`config.mk`:
```
export PLATFORM = sky130hd
export DESIGN_NAME = matrix_win_ctrl
export DESIGN_NICKNAME = d
export VERILOG_FILES = /design/src/rtl/matrix_win_ctrl.sv
export SDC_FILE = /design/constraint.sdc
export NUM_CORES = 1
export LEC_CHECK = 0
export CORE_UTILIZATION = 41
export CTS_CLUSTER_DIAMETER = 80
export DETAILED_ROUTE_END_ITERATION = 7
export PLACE_DENSITY_LB_ADDON = 0.25
export SKIP_CTS_REPAIR_TIMING = 1
export SLEW_MARGIN = 0
export SYNTH_ARGS = -nofsm -noshare
export SYNTH_HDL_FRONTEND = slang
export SYNTH_SLANG_ARGS = --single-unit
```
`constraint.sdc`:
```
create_clock -name clk -period 4.1 [get_ports clk]
set_clock_uncertainty 0.15 [all_clocks]
set_input_delay 0.615 -clock clk [delete_from_list [all_inputs] [get_ports clk]]
set_output_delay 0.615 -clock clk [all_outputs]
set_load 0.01 [all_outputs]
```
`src/rtl/matrix_win_ctrl.sv`:
```
// Frame/window sequencer for the 5x5 binary-matrix generator.
// Tracks line/column position from the generator's output sync triplet and
// marks the matrix cycles that hold a fully populated 5x5 window. Each marked
// cycle also reports the window's centre coordinate. The block further flags
// malformed lines and frames with sticky error bits.
//
// Sync-triplet semantics: every cycle with mat_href && mat_clken carries one
// matrix output. There is no backpressure; win_* qualify that same cycle.
module matrix_win_ctrl #(
   parameter int IMG_HDISP = 640,
   parameter int IMG_VDISP = 480,
   parameter int CW        = 10
) (
   input  logic          clk,
   input  logic          rst,
   input  logic          mat_vsync,
   input  logic          mat_href,
   input  logic          mat_clken,
   output logic          win_valid,
   output logic [CW-1:0] win_x,
   output logic [CW-1:0] win_y,
   output logic          frame_start,
   output logic          frame_done,
   output logic          line_err,
   output logic          frame_err,
   output logic [1:0]    state
);

   typedef enum logic [1:0] {
      ST_IDLE  = 2'd0,
      ST_PRIME = 2'd1,
      ST_RUN   = 2'd2,
      ST_DONE  = 2'd3
   } state_t;

   localparam logic [CW-1:0] HDISP_C   = CW'(IMG_HDISP);
   localparam logic [CW-1:0] VDISP_C   = CW'(IMG_VDISP);
   localparam logic [CW-1:0] COL_MAX   = {CW{1'b1}};
   localparam logic [CW-1:0] ROW_RUN   = CW'(4);
   localparam logic [CW-1:0] COL_FIRST = CW'(5);
   localparam logic [CW-1:0] X_OFS     = CW'(3);
   localparam logic [CW-1:0] Y_OFS     = CW'(2);

   state_t        state_q, state_d;
   logic [CW-1:0] col_q, col_d;
   logic [CW-1:0] row_q, row_d;
   logic          vsync_q, href_q;
   logic          frame_start_q, frame_start_d;
   logic          frame_done_q, frame_done_d;
   logic          line_err_q, line_err_d;
   logic          frame_err_q, frame_err_d;

   logic          vs_rise, vs_fall, href_fall, pix, in_frame;
   logic [CW-1:0] row_next;
   logic          win_hit;

   // Edge detection against the previous-cycle sync levels.
   always_comb begin
      vs_rise   = mat_vsync & ~vsync_q;
      vs_fall   = ~mat_vsync & vsync_q;
      href_fall = ~mat_href & href_q;
      pix       = mat_href & mat_clken;
      in_frame  = (state_q == ST_PRIME) || (state_q == ST_RUN);
      row_next  = row_q + CW'(1);
   end

   // Next-state, counters and flags; precedence is vsync rise > vsync fall > href fall.
   always_comb begin
      state_d       = state_q;
      col_d         = col_q;
      row_d         = row_q;
      frame_start_d = 1'b0;
      frame_done_d  = 1'b0;
      line_err_d    = line_err_q;
      frame_err_d   = frame_err_q;

      // Column count saturates so an overlong line cannot wrap back into range.
      if (pix && (col_q != COL_MAX)) begin
         col_d = col_q + CW'(1);
      end
      if (href_fall) begin
         col_d = '0;
      end

      if (vs_rise) begin
         state_d       = ST_PRIME;
         col_d         = '0;
         row_d         = '0;
         frame_start_d = 1'b1;
         if (in_frame) begin
            // Restart mid-frame: record it rather than clearing history.
            frame_err_d = 1'b1;
         end else begin
            line_err_d  = 1'b0;
            frame_err_d = 1'b0;
         end
      end else if (vs_fall) begin
         if (in_frame) begin
            state_d     = ST_IDLE;
            frame_err_d = 1'b1;
         end else if (state_q == ST_DONE) begin
            state_d = ST_IDLE;
         end
      end else if (href_fall) begin
         if (in_frame) begin
            row_d = row_next;
            if (col_q != HDISP_C) begin
               line_err_d = 1'b1;
            end
            if ((state_q == ST_PRIME) && (row_next == ROW_RUN)) begin
               state_d = ST_RUN;
            end
            if ((state_q == ST_RUN) && (row_next == VDISP_C)) begin
               state_d      = ST_DONE;
               frame_done_d = 1'b1;
            end
         end else if (state_q == ST_DONE) begin
            // Lines after the last one are not counted, only flagged.
            frame_err_d = 1'b1;
         end
      end
   end

   // State, counter and flag registers with synchronous reset.
   always_ff @(posedge clk) begin
      if (rst) begin
         state_q       <= ST_IDLE;
         col_q         <= '0;
         row_q         <= '0;
         vsync_q       <= 1'b0;
         href_q        <= 1'b0;
         frame_start_q <= 1'b0;
         frame_done_q  <= 1'b0;
         line_err_q    <= 1'b0;
         frame_err_q   <= 1'b0;
      end else begin
         state_q       <= state_d;
         col_q         <= col_d;
         row_q         <= row_d;
         vsync_q       <= mat_vsync;
         href_q        <= mat_href;
         frame_start_q <= frame_start_d;
         frame_done_q  <= frame_done_d;
         line_err_q    <= line_err_d;
         frame_err_q   <= frame_err_d;
      end
   end

   // Window qualification: the matrix at column k holds columns k-5..k-1, rows row-4..row.
   always_comb begin
      win_hit   = (state_q == ST_RUN) && pix &&
                  (col_q >= COL_FIRST) && (col_q <= HDISP_C);
      win_valid = win_hit;
      win_x     = win_hit ? (col_q - X_OFS) : '0;
      win_y     = win_hit ? (row_q - Y_OFS) : '0;
   end

   assign frame_start = frame_start_q;
   assign frame_done  = frame_done_q;
   assign line_err    = line_err_q;
   assign frame_err   = frame_err_q;
   assign state       = state_q;

endmodule

```
==> out/results.ini <==
[finish]
drive_gt1_share_pct=6.03
nets=302
final_util_pct=50.7
final_cell_mix=nor2_1, clkdlybuf4s50_1, dfxtp_1
syn2layout_area_growth_pct=18.5
n_antenna_cell=0
layout_commonest_cell=nor2_1
fillers=470

[floorplanning]
die-area_um2=5210
die_h_um=72.2
core_area_um2=4720
chipWidth_um=72.2
core.rowCount=25
start_util_pct=42.8
ios=32

[critical_path]
cp.required_ps=3340
r2r_cells=7
worstReg2RegStart=row_q[0]
worstSetupStartpointType=flop
cpMaxStageDelayCell=clkdlybuf4s50_1
critPathTopFamily=simple AND/OR/NAND/NOR gates
arrival_ps=2450
crit_fanout=5
crit_path_end_kind=output pin
reg2reg_slack_ps=1390
path_depth=7
crit_buf_inv=1
cp_cell_sequence=ha_1, nor3_1, nand2_1, or3_1, xor2_1, nor2_1, clkdlybuf4s50_1
reg2reg_to=state[1]
worstSetupPathType=flop to output pin
cpPeakStageDelay_ps=540

[synth]
synth_edf_count=0
async_flop_share_pct=0
synth_seq_area_share_pct=27.8
synth_top_cell_by_area=dfxtp_1
avgSynthCellArea_um2=7.74
synth_area_leaders=dfxtp_1, xnor2_1, nor2_1
ys.flop_type=dfxtp_1
yosys_register_bits=28
yosys_warnings=0
ys_types=46
synth_nets=280
yosys.area.top_type_share_pct=27.8
syn_inst=261
netlist_area_um2=2020

[sta]
whs_ps=341
finalCritPeriodShare_pct=78.5
tightest_slew_ps=668
finalSetupViolations=0
final.min_clock_period_ps=3220
maxSlewViolCount=0
max_slew_margin_pct=55.3
rsz0062_at_grt=false
final-hold-violation-count=0
max_freq_ghz=0.311
tns_ps=0
post-route-worst-setup-slack_ps=882

[clock_network]
cts.sinks=28
cts_tree=done
insertion_delay_ps=280
clkTransAtPathRegs_ps=100
htree_num_levels=1
cts_buffer_depth=2
cts_made_buffers=3
clock-root-buffer=clkbuf_8

[pwr]
netSwitchingPower_uw=119
cell_internal_pwr_uw=384
total_power_uw=503
irDropWorstVdd_v=0.000128
p_per_area_nw_per_um2=210
pwr-share-seq_pct=55.6
pwr-share-comb_pct=9.2
p_sw_share_pct=23.7
total_leakage_power_nw=0.898
clock_power_share_pct=35.2

[routing]
avgViaCountPerCell=5.06
ant_nets=0
wirelength_mm=4.16
post_drt_wl_per_cell_um=11.9
drtIter0Drc=96
drcViolationCount=0
dr.pass1.iters=4
vias=1766

[worst_hold_path]
hp-start=frame_err
holdPathEnd=frame_err
hp-class=flop to flop
hold_depth=2

[global_route]
grt_pass1_wl_mm=7.07
grt-ovfl-total=0
grt_antenna_before_repair=0
first_global_vias=1560
grt_usage_pct=17.4
grt_max_degree=19

[placed_design]
globalplace.congestion=0.790
hpwl_mm=3.15
io_buffer_count=31
place_ws_ps=926

[run]
drv_cap=0

[status]
outcome=complete, no violations

==> per-layer routing <==
layer / wire, µm / vias up / GRT usage, %
li1: - / 914 / -
met1: 2100 / 812 / 24.9
met2: 1850 / 35 / 26.6
met3: 148 / 5 / 2.50
met4: 63 / 0 / 5.88
met5: 0 / - / 0
==> registers in the layout, summed over array words and instances (netlist names) <==
signal and flops:
col_q 10, row_q 10, state 2, frame_done 1, frame_err 1, frame_start 1, href_q 1, line_err 1
vsync_q 1
==> tightest hold or removal path, cell delays in order, from the launching register on <==
cell and delay, ps:
dfxtp_1 330, inv_1 50, a221oi_1 70
==> through the flow <==
stage                     cells  instance area (µm²)
after floorplan             261                 2020
after global placement      345                 2340
after detailed placement    345                 2340
after CTS                   349                 2390
after global routing        349                 2390
final                       349                 2390
==> worst max-delay path by stage <==
| stage | startpoint | to |
|---|---|---|
| floorplan | col_q[4] | win_x[7] |
| CTS | col_q[0] | win_x[8] |
| finish | col_q[0] | win_x[8] |
| detailed placement | mat_href | win_y[0] |
| global route | col_q[0] | win_x[8] |
| global placement | mat_href | win_y[0] |
==> power groups by stage <==
stage	clock network, mW	registers [mW]	logic, mW
after floorplan	0	0.287	0.0278
after global placement	0	0.286	0.0459
after detailed placement	0	0.286	0.0465
after CTS	0.183	0.280	0.0467
after global routing	0.194	0.281	0.0513
final	0.177	0.280	0.0461
==> final cells by class <==
class                   count  area (µm²)  area share [%]
multi-input cells         200        1310            54.7
flip-flops and latches     28         561            23.4
repair buffers             32         318            13.3
well taps                  67        83.8            3.50
inverters                  18        67.6            2.82
clock buffers               4        55.1            2.30
==> cells in the mapped netlist, types with 4 or more instances <==
library cell   n
a21oi_1        8
clkbuf_1       9
dfxtp_1       28
ha_1          14
inv_1         17
nand2_1       18
nand3_1        6
nor2_1        48
nor2b_1        4
nor3_1         8
nor4_1         4
o21ai_0       14
or3_1          7
xnor2_1       21
xor2_1        12
==> cells by family after synthesis <==
group | after synthesis | share of synthesized area, %
xor+xnor | 33 | 14.3
mux | 3 | 1.67
fa+ha+maj | 14 | 8.67
compound gates | 35 | 12.2
simple gates | 115 | 27.9
buf+inv | 33 | 7.43
flops | 28 | 27.8
Note: power is estimated with default switching activity, not from simulation.
